--- src/rtl/serv_dbg_defs.sv ---
// Shared definitions for the SERV debug run-control sequencer.
// State encodings, default timing constants and the output decode.
package serv_dbg_defs;

    localparam int CNT_W = 10;

    localparam int unsigned DEF_RST_CYCLES = 4;
    localparam logic [CNT_W-1:0] DEF_HALT_TIMEOUT = 10'd1023;

    typedef enum logic [2:0] {
        ST_RUN      = 3'd0,
        ST_HALTING  = 3'd1,
        ST_HALTED   = 3'd2,
        ST_RESUMING = 3'd3,
        ST_STEP     = 3'd4,
        ST_RESET    = 3'd5
    } dbg_state_e;

    typedef struct packed {
        logic dbg_halt;
        logic dbg_reset;
        logic halted;
        logic running;
    } dbg_out_t;

    // Level outputs that depend only on the state being entered.
    function automatic dbg_out_t decode_outputs(dbg_state_e s);
        dbg_out_t o;
        o.dbg_halt  = (s == ST_HALTING) || (s == ST_HALTED);
        o.dbg_reset = (s == ST_RESET);
        o.halted    = (s == ST_HALTED) || (s == ST_RESUMING);
        o.running   = (s == ST_RUN) || (s == ST_STEP);
        return o;
    endfunction

endpackage

--- src/rtl/serv_dbg_cnt.sv ---
// Loadable saturating up-counter with terminal-count flag.
// Shared between the reset pulse and the halt timeout.
module serv_dbg_cnt
    import serv_dbg_defs::*;
(
    input  logic             i_clk,
    input  logic             i_rst,
    input  logic             i_load,
    input  logic [CNT_W-1:0] i_load_val,
    input  logic             i_clr,
    input  logic             i_en,
    input  logic [CNT_W-1:0] i_term,
    output logic             o_tc
);

    logic [CNT_W-1:0] cnt;

    assign o_tc = (cnt >= i_term);

    always_ff @(posedge i_clk) begin
        if (i_rst) begin
            cnt <= '0;
        end else if (i_load) begin
            cnt <= i_load_val;
        end else if (i_clr) begin
            cnt <= '0;
        end else if (i_en && !o_tc) begin
            cnt <= cnt + CNT_W'(1);
        end
    end

endmodule

--- src/rtl/serv_dbg_ctrl.sv ---
// Debug run-control sequencer: turns DM halt/resume/ndmreset requests
// into SERV halt/resume/reset handshakes and reports status back.
module serv_dbg_ctrl
    import serv_dbg_defs::*;
#(
    parameter int unsigned      RST_CYCLES   = DEF_RST_CYCLES,
    parameter logic [CNT_W-1:0] HALT_TIMEOUT = DEF_HALT_TIMEOUT
) (
    input  logic i_clk,
    input  logic i_rst,
    input  logic i_haltreq,
    input  logic i_resumereq,
    input  logic i_ndmreset,
    input  logic i_ackhavereset,
    input  logic i_clr_err,
    input  logic i_dbg_entry,
    input  logic i_dret_done,
    input  logic i_step,
    output logic o_dbg_halt,
    output logic o_dbg_reset,
    output logic o_dbg_resume,
    output logic o_halted,
    output logic o_running,
    output logic o_resumeack,
    output logic o_havereset,
    output logic o_halt_err
);

    localparam logic [CNT_W-1:0] RST_TERM = CNT_W'(RST_CYCLES);

    dbg_state_e state;
    dbg_state_e state_n;
    dbg_out_t   outs_n;

    logic resume_q;
    logic ndm_q;
    logic resume_rise;
    logic ndm_rise;

    logic             cnt_load;
    logic             cnt_clr;
    logic             cnt_en;
    logic             cnt_tc;
    logic [CNT_W-1:0] cnt_term;

    logic err_set;
    logic resume_go;
    logic ack_go;

    assign resume_rise = i_resumereq && !resume_q;
    assign ndm_rise    = i_ndmreset && !ndm_q;

    // First cycle of a timed state counts as 1, so tc marks the last one.
    assign cnt_term = (state == ST_RESET) ? RST_TERM : HALT_TIMEOUT;

    serv_dbg_cnt u_cnt (
        .i_clk      (i_clk),
        .i_rst      (i_rst),
        .i_load     (cnt_load),
        .i_load_val (CNT_W'(1)),
        .i_clr      (cnt_clr),
        .i_en       (cnt_en),
        .i_term     (cnt_term),
        .o_tc       (cnt_tc)
    );

    always_comb begin
        state_n  = state;
        cnt_load = 1'b0;
        cnt_clr  = 1'b0;
        cnt_en   = 1'b0;
        if (ndm_rise) begin
            state_n  = ST_RESET;
            cnt_load = 1'b1;
        end else begin
            unique case (state)
                ST_RUN: begin
                    if (i_dbg_entry) begin
                        state_n = ST_HALTED;
                    end else if (i_haltreq) begin
                        state_n  = ST_HALTING;
                        cnt_load = 1'b1;
                    end
                end
                ST_HALTING: begin
                    cnt_en = 1'b1;
                    if (i_dbg_entry) begin
                        state_n = ST_HALTED;
                        cnt_clr = 1'b1;
                    end
                end
                ST_HALTED: begin
                    if (resume_rise && !i_haltreq) begin
                        state_n = ST_RESUMING;
                    end
                end
                ST_RESUMING: begin
                    if (i_dret_done) begin
                        state_n = i_step ? ST_STEP : ST_RUN;
                    end
                end
                ST_STEP: begin
                    if (i_dbg_entry) begin
                        state_n = ST_HALTED;
                    end
                end
                ST_RESET: begin
                    cnt_en = 1'b1;
                    if (cnt_tc) begin
                        state_n = i_haltreq ? ST_HALTED : ST_RUN;
                        cnt_clr = 1'b1;
                    end
                end
                default: begin
                    state_n = ST_RUN;
                    cnt_clr = 1'b1;
                end
            endcase
        end
    end

    assign outs_n    = decode_outputs(state_n);
    assign err_set   = (state == ST_HALTING) && cnt_tc;
    assign resume_go = (state == ST_HALTED) && (state_n == ST_RESUMING);
    assign ack_go    = (state == ST_RESUMING)
                    && ((state_n == ST_RUN) || (state_n == ST_STEP));

    // Sticky flags: a set event in the same cycle beats the clear.
    always_ff @(posedge i_clk) begin
        if (i_rst) begin
            state        <= ST_RUN;
            resume_q     <= 1'b0;
            ndm_q        <= 1'b0;
            o_dbg_halt   <= 1'b0;
            o_dbg_reset  <= 1'b0;
            o_dbg_resume <= 1'b0;
            o_halted     <= 1'b0;
            o_running    <= 1'b1;
            o_resumeack  <= 1'b0;
            o_havereset  <= 1'b1;
            o_halt_err   <= 1'b0;
        end else begin
            state        <= state_n;
            resume_q     <= i_resumereq;
            ndm_q        <= i_ndmreset;
            o_dbg_halt   <= outs_n.dbg_halt;
            o_dbg_reset  <= outs_n.dbg_reset;
            o_dbg_resume <= resume_go;
            o_halted     <= outs_n.halted;
            o_running    <= outs_n.running;
            o_resumeack  <= ack_go;
            o_havereset  <= outs_n.dbg_reset
                         || (o_havereset && !i_ackhavereset);
            o_halt_err   <= err_set || (o_halt_err && !i_clr_err);
        end
    end

endmodule

--- config.mk ---
export PLATFORM = sky130hd
export DESIGN_NAME = serv_dbg_ctrl
export DESIGN_NICKNAME = d
export VERILOG_FILES = /design/src/rtl/serv_dbg_defs.sv /design/src/rtl/serv_dbg_cnt.sv /design/src/rtl/serv_dbg_ctrl.sv
export SDC_FILE = /design/constraint.sdc
export NUM_CORES = 1
export LEC_CHECK = 0
export CORE_ASPECT_RATIO = 1.4
export CORE_UTILIZATION = 49
export DETAILED_ROUTE_END_ITERATION = 8
export PLACE_DENSITY = 0.71
export SLEW_MARGIN = 20
export SYNTH_ARGS = -nofsm -noshare
export SYNTH_HDL_FRONTEND = slang
export SYNTH_HIERARCHICAL = 1
export SYNTH_SLANG_ARGS = --single-unit
--- constraint.sdc ---
create_clock -name i_clk -period 6.8 [get_ports i_clk]
set_clock_uncertainty 0.2 [all_clocks]
set_input_delay 1.7 -clock i_clk [delete_from_list [all_inputs] [get_ports i_clk]]
set_output_delay 1.7 -clock i_clk [all_outputs]
set_load 0.05 [all_outputs]
==> flow_summary.toml, run 1 <==
[outcome]
status = "finished, final reports clean"

[clocking]
cts.sinks = 23
cts_setup_buffers = 0
clk_pin_slew_ns = 0.09
htree_num_levels = 1
cts_tree = "built"
post_cts_resized = 0
clock_latency_ns = 0.26
cts_made_buffers = 3
clockRootBuffer = "clkbuf_8"
hold_buffers = 0
cts_buffer_depth = 2

[global_routing]
grt_pass1_wl_um = 6624
grt_pass1_vias = 1471
overflow = 0
antenna_found_initial = 0
grt_max_degree = 24
grt_use_total_pct = 23.30

[worst_setup_path]
cp_data_arrival_time_ns = 4.16
worstSetupPathType = "primary input to register"
cp.required_ns = 6.74
critPathCaptureType = "register"
slowest_stage = "a31o_1"
cp_num_buf_inv = 1
path_delay_family = "compound AO/OA/AOI/OAI gates"
cp-start-kind = "primary input"
crit_chain = "clkdlybuf4s50_1, nor2b_1, a31o_1, or2_1, a211oi_1, a2111oi_2"
critPathMaxFanout = 18
cp_slowest_stage_delay_ns = 0.60

[synth]
synthCells = 191
synth-warning-count = 6
yosysMostFrequentCell = "dfxtp_1"
netlist_top_cells_area = "dfxtp_1 28%, ha_1 8.2%, nor2_1 3.4%"
async_flop_share_pct = 0
seq_area_frac_synth_pct = 27.52
synth_flop_cell = "dfxtp_1"
synth_top_area_share_pct = 27.52
netlist_area_mm2 = 0.001673
synth_area_per_cell_um2 = 8.758
synth_top_area_cell = "dfxtp_1"
synth_common_cells = "23 x dfxtp_1, 15 x nor2_1, 13 x inv_1"
synth_cell_types = 54
synth_edf_count = 0
synth-seq-cells = 23

[sta]
report.final.hold_viol_count = 0
relSlewSlack_pct = 29.52
min_period_ns = 4.216
tns_ns = 0
hold_ws_ns = 0.2943
setup_violations = 0
worst_slew_pin_slew_ns = 1.054
fin_crit_sh_pct = 62.00
max_freq_ghz = 0.2372
timing.final.max_slew_violations = 0
rsz0062_at_grt = "false"

[final_layout]
num_antenna_cells = 0
final_layout_size_suffix_gt1_share_pct = 11.79
multiInputGateArea_mm2 = 0.001125
seq_area_um2 = 460.4
post-route-util_pct = 59.67
fill_cells = 310
syn2layout_area_growth_pct = 13.54
fin_nets = 234
instances_no_fill = 251

[placed_design]
dp.cells = 247
gp_congestion = 0.8759
dp_hpwl_um = 2935
io_buffers = 17

[floorplan]
core_mm2 = 0.003183
rows = 24
pin_count = 18
start_util_pct = 52.56
die_height_um = 71.14
chipWidth_um = 51.38
die_area_mm2 = 0.003655

[route]
via_count = 1497
antenna_left = 0
dr.pass1.iters = 4
drt_iter0_drc = 31
wl_um = 3922
vias_per_cell = 5.964
drc = 0
wl_per_cell_um = 15.63

[power_and_ir_drop]
powerDensity_mw_per_mm2 = 181.7
peakVddDrop_mv = 0.1817
leakagePower_nw = 0.8264

[job]
drv_cap = 0

[min_path]
hold_class = "register to register"
## registers in the layout, indices dropped and copies added, names as in the netlist
register and cells:
ndm_q 1, o_dbg_halt 1, o_dbg_reset 1, o_dbg_resume 1, o_halt_err 1, o_halted 1
o_havereset 1, o_resumeack 1, o_running 1, resume_q 1, state 3, u_cnt/cnt 10
## through the flow
stage	instance area (um^2)	worst slack, ns	power (mW)
6_report	1899	2.584	0.3451
5_1_grt	1899	2.297	0.3633
4_1_cts	1899	2.584	0.3450
3_5_place_dp	1853	2.320	0.2601
3_3_place_gp	1853	2.446	0.2563
2_1_floorplan	1714	3.387	0.2383
## worst min-delay path: cells and delay by family, from the launching register on
family	cells	cell delay [ns]
flip-flops	1	0.34
AO/OA/AOI/OAI	2	0.12
## placed cells by master, fill, tap and decap left out, types with 7 or more instances in the layout
master,count
nand3_1,7
nand2_1,11
inv_1,13
a21oi_1,11
conb_1,13
dfxtp_1,23
clkdlybuf4s50_1,17
ha_1,11
nor2_1,15
and3_1,7
a211oi_1,7
## kinds of logic (layout without fill, tap and decap cells)
kind of cell | after synthesis | after routing | share of synthesized area (%)
AND/OR/NAND/NOR | 73 | 73 | 25.36
other | 2 | 13 | 0.4489
AO/OA/AOI/OAI | 55 | 55 | 28.80
adder cells (fa/ha/maj) | 11 | 11 | 8.227
flip-flops | 23 | 23 | 27.52
buffers and inverters | 24 | 34 | 7.704
multiplexers | 1 | 1 | 0.8973
XOR/XNOR | 2 | 2 | 1.047
## layer usage
metal | GRT usage (%) | wire length [um] | part of all wire [%]
met5 | 0 | 0 | 0
met4 | 6.907 | 72 | 1.8
met3 | 3.226 | 103 | 2.6
met2 | 43.58 | 2220 | 57
met1 | 26.32 | 1526 | 39
## layout make-up
type                            instances  area share [%]
Tap cell                               39           2.569
Clock buffer                            3           2.174
Clock inverter                          1          0.2635
Multi-Input combinational cell        155           59.22
Timing Repair Buffer                   17           8.959
Sequential cell                        23           24.24
Inverter                               13           2.569
## worst paths after layout
path | slack [ns] | cells after the start | startpoint | end
worst max-delay path | 2.58 | 6 | i_ndmreset | u_cnt/cnt[7]$_SDFFE_PP0P_
worst max register to register | 2.65 | 16 | state[1]$_SDFF_PP0_ | u_cnt/cnt[8]$_SDFFE_PP0P_
worst min-delay path | 0.29 | 2 | o_havereset$_SDFF_PP1_ | o_havereset$_SDFF_PP1_
worst min register to register | 0.29 | 2 | o_havereset$_SDFF_PP1_ | o_havereset$_SDFF_PP1_
## where the power goes
part / switching [mW] / total (mW) / internal [mW]
clock: 0.0462 / 0.0870 / 0.0409
sequential: 0.0134 / 0.158 / 0.145
combinational: 0.0585 / 0.100 / 0.0416
No activity file was read; power rests on OpenSTA's default activity.
==> run 2: changes to the inputs <==
clock period = 4.4 ns   (was 6.8 ns; I/O delays follow)
==> flow_summary.toml, run 2 (synthesized netlist as in run 1, its figures left out) <==
[placed_design]
dpl_worst_slack_ns = 0.4289
dp.cells = 250
dp_hpwl_um = 3019
io_buffers = 17
gp_congestion = 0.8027

[worst_setup_path]
cp.required_ns = 4.37
critPathCaptureType = "register"
cp_data_arrival_time_ns = 3.98
worstSetupPathType = "register to register"
r2r-start = "state[1]$_SDFF_PP0_"
reg2regPathDepth = 16
critPathMaxFanout = 15
timing.rr.end = "u_cnt/cnt[8]$_SDFFE_PP0P_"
worst-r2r-setup-slack_ns = 0.39
critPathLaunch = "state[1]$_SDFF_PP0_"
endpoint = "u_cnt/cnt[8]$_SDFFE_PP0P_"
cp-start-kind = "register"

[final_layout]
final_layout_size_suffix_gt1_share_pct = 13.02
reg_top3 = "u_cnt/cnt: 10 flops, state: 3 flops"
largest-register = "u_cnt/cnt"
num_antenna_cells = 0
largest_reg_flops = 10
fin_nets = 237
syn2layout_area_growth_pct = 14.88
instances_no_fill = 254
most-common-layout-cells = "23 x dfxtp_1, 17 x clkdlybuf4s50_1, 15 x nor2_1"
layout_commonest_cell = "dfxtp_1"

[sta]
fin_ws_ns = 0.3890
worst_slew_pin_slew_ns = 0.6907
max_freq_ghz = 0.2493
min_period_ns = 4.011
fin_crit_sh_pct = 91.16
timing.final.max_slew_violations = 0
report.final.hold_viol_count = 0
setup_violations = 0
relSlewSlack_pct = 53.81
rsz0062_at_grt = "false"
tns_ns = 0

[route]
antenna_left = 0
vias_per_cell = 5.862
drc = 0
wl_per_cell_um = 15.61
wl_um = 3964
via_count = 1489
dr.pass1.iters = 4
drt_iter0_drc = 47

[clocking]
post_cts_resized = 0
htree_num_levels = 1
clk_pin_slew_ns = 0.09
hold_buffers = 0
clock_latency_ns = 0.27
cts.sinks = 23
cts_setup_buffers = 0
cts_buffer_depth = 2
clockRootBuffer = "clkbuf_8"
cts_made_buffers = 3
cts_tree = "built"

[floorplan]
die_height_um = 71.14
start_util_pct = 52.56
rows = 24
pin_count = 18
core_mm2 = 0.003183
chipWidth_um = 51.38
die_area_mm2 = 0.003655

[outcome]
status = "finished, final reports clean"

[job]
drv_cap = 0

[min_path]
hold_class = "register to register"

[global_routing]
grt_max_degree = 18
antenna_found_initial = 0
grt_pass1_vias = 1542
grt_pass1_wl_um = 6713
overflow = 0
grt_use_total_pct = 23.98

[power_and_ir_drop]
pwr-share-clk_pct = 25.1
leakagePower_nw = 0.8412
pwr-share-seq_pct = 45.1
internal_power_uw = 353.7
comb_power_share_pct = 29.8
p_sw_uw = 183.8
peakVddDrop_mv = 0.2136
swShare_pct = 34.19
powerDensity_mw_per_mm2 = 279.7
-- run 2: final cells by class --
type	count	area (um^2)
Inverter	13	48.80
Tap cell	39	48.80
Timing Repair Buffer	20	192.7
Fill cell	306	1261
Clock buffer	3	41.29
Clock inverter	1	5.005
Multi-Input combinational cell	155	1125
Sequential cell	23	460.4
-- run 2: through the flow --
step,power [mW],hold WS (ns),utilization [%],instance area (um^2)
finish,0.5375,0.2793,60.38,1922
global route,0.5702,0.3185,60.38,1922
CTS,0.5441,0.2797,60.38,1922
detailed placement,0.4063,0.2577,58.92,1876
global placement,0.4001,0.2570,58.92,1876
floorplan,0.3683,0.3166,-,1714
-- run 2: metal layers --
| metal | wire length (um) | vias up | track usage (%) |
|---|---|---|---|
| met1 | 1561 | 717 | 25.33 |
| met4 | 103 | 0 | 11.71 |
| met3 | 92 | 10 | 3.011 |
| li1 | - | 736 | - |
| met5 | 0 | - | 0 |
| met2 | 2206 | 26 | 44.73 |
-- run 2: critical path, stage by stage, from the launching register on --
cell and delay, ns:
dfxtp_1 0.49, inv_1 0.17, nand3_1 0.28, inv_1 0.08, ha_1 0.34, a21oi_1 0.16, o21ai_1 0.10, nand2b_2 0.27
o211ai_1 0.29, nand2_1 0.13, nand2_1 0.06, a22oi_1 0.18, nor2_1 0.12, or2_1 0.47, nor2_1 0.18, a21oi_1 0.08
a2111oi_4 0.31
-- run 2: worst min-delay path by stage --
stage	start	to	slack [ns]	cells after the start
3_3_place_gp	o_havereset$_SDFF_PP1_	o_havereset$_SDFF_PP1_	0.26	2
6_report	o_havereset$_SDFF_PP1_	o_havereset$_SDFF_PP1_	0.28	2
5_1_grt	o_havereset$_SDFF_PP1_	o_havereset$_SDFF_PP1_	0.32	2
2_1_floorplan	u_cnt/cnt[9]$_SDFFE_PP0P_	u_cnt/cnt[9]$_SDFFE_PP0P_	0.32	1
3_5_place_dp	o_havereset$_SDFF_PP1_	o_havereset$_SDFF_PP1_	0.26	2
4_1_cts	o_havereset$_SDFF_PP1_	o_havereset$_SDFF_PP1_	0.28	2
-- run 2: power by group through the flow --
stage | Sequential [mW] | Combinational (mW) | Clock (mW)
after CTS | 0.242 | 0.160 | 0.142
after global placement | 0.246 | 0.154 | 0
after detailed placement | 0.247 | 0.159 | 0
final | 0.242 | 0.160 | 0.135
after floorplan | 0.255 | 0.113 | 0
after global routing | 0.245 | 0.174 | 0.151
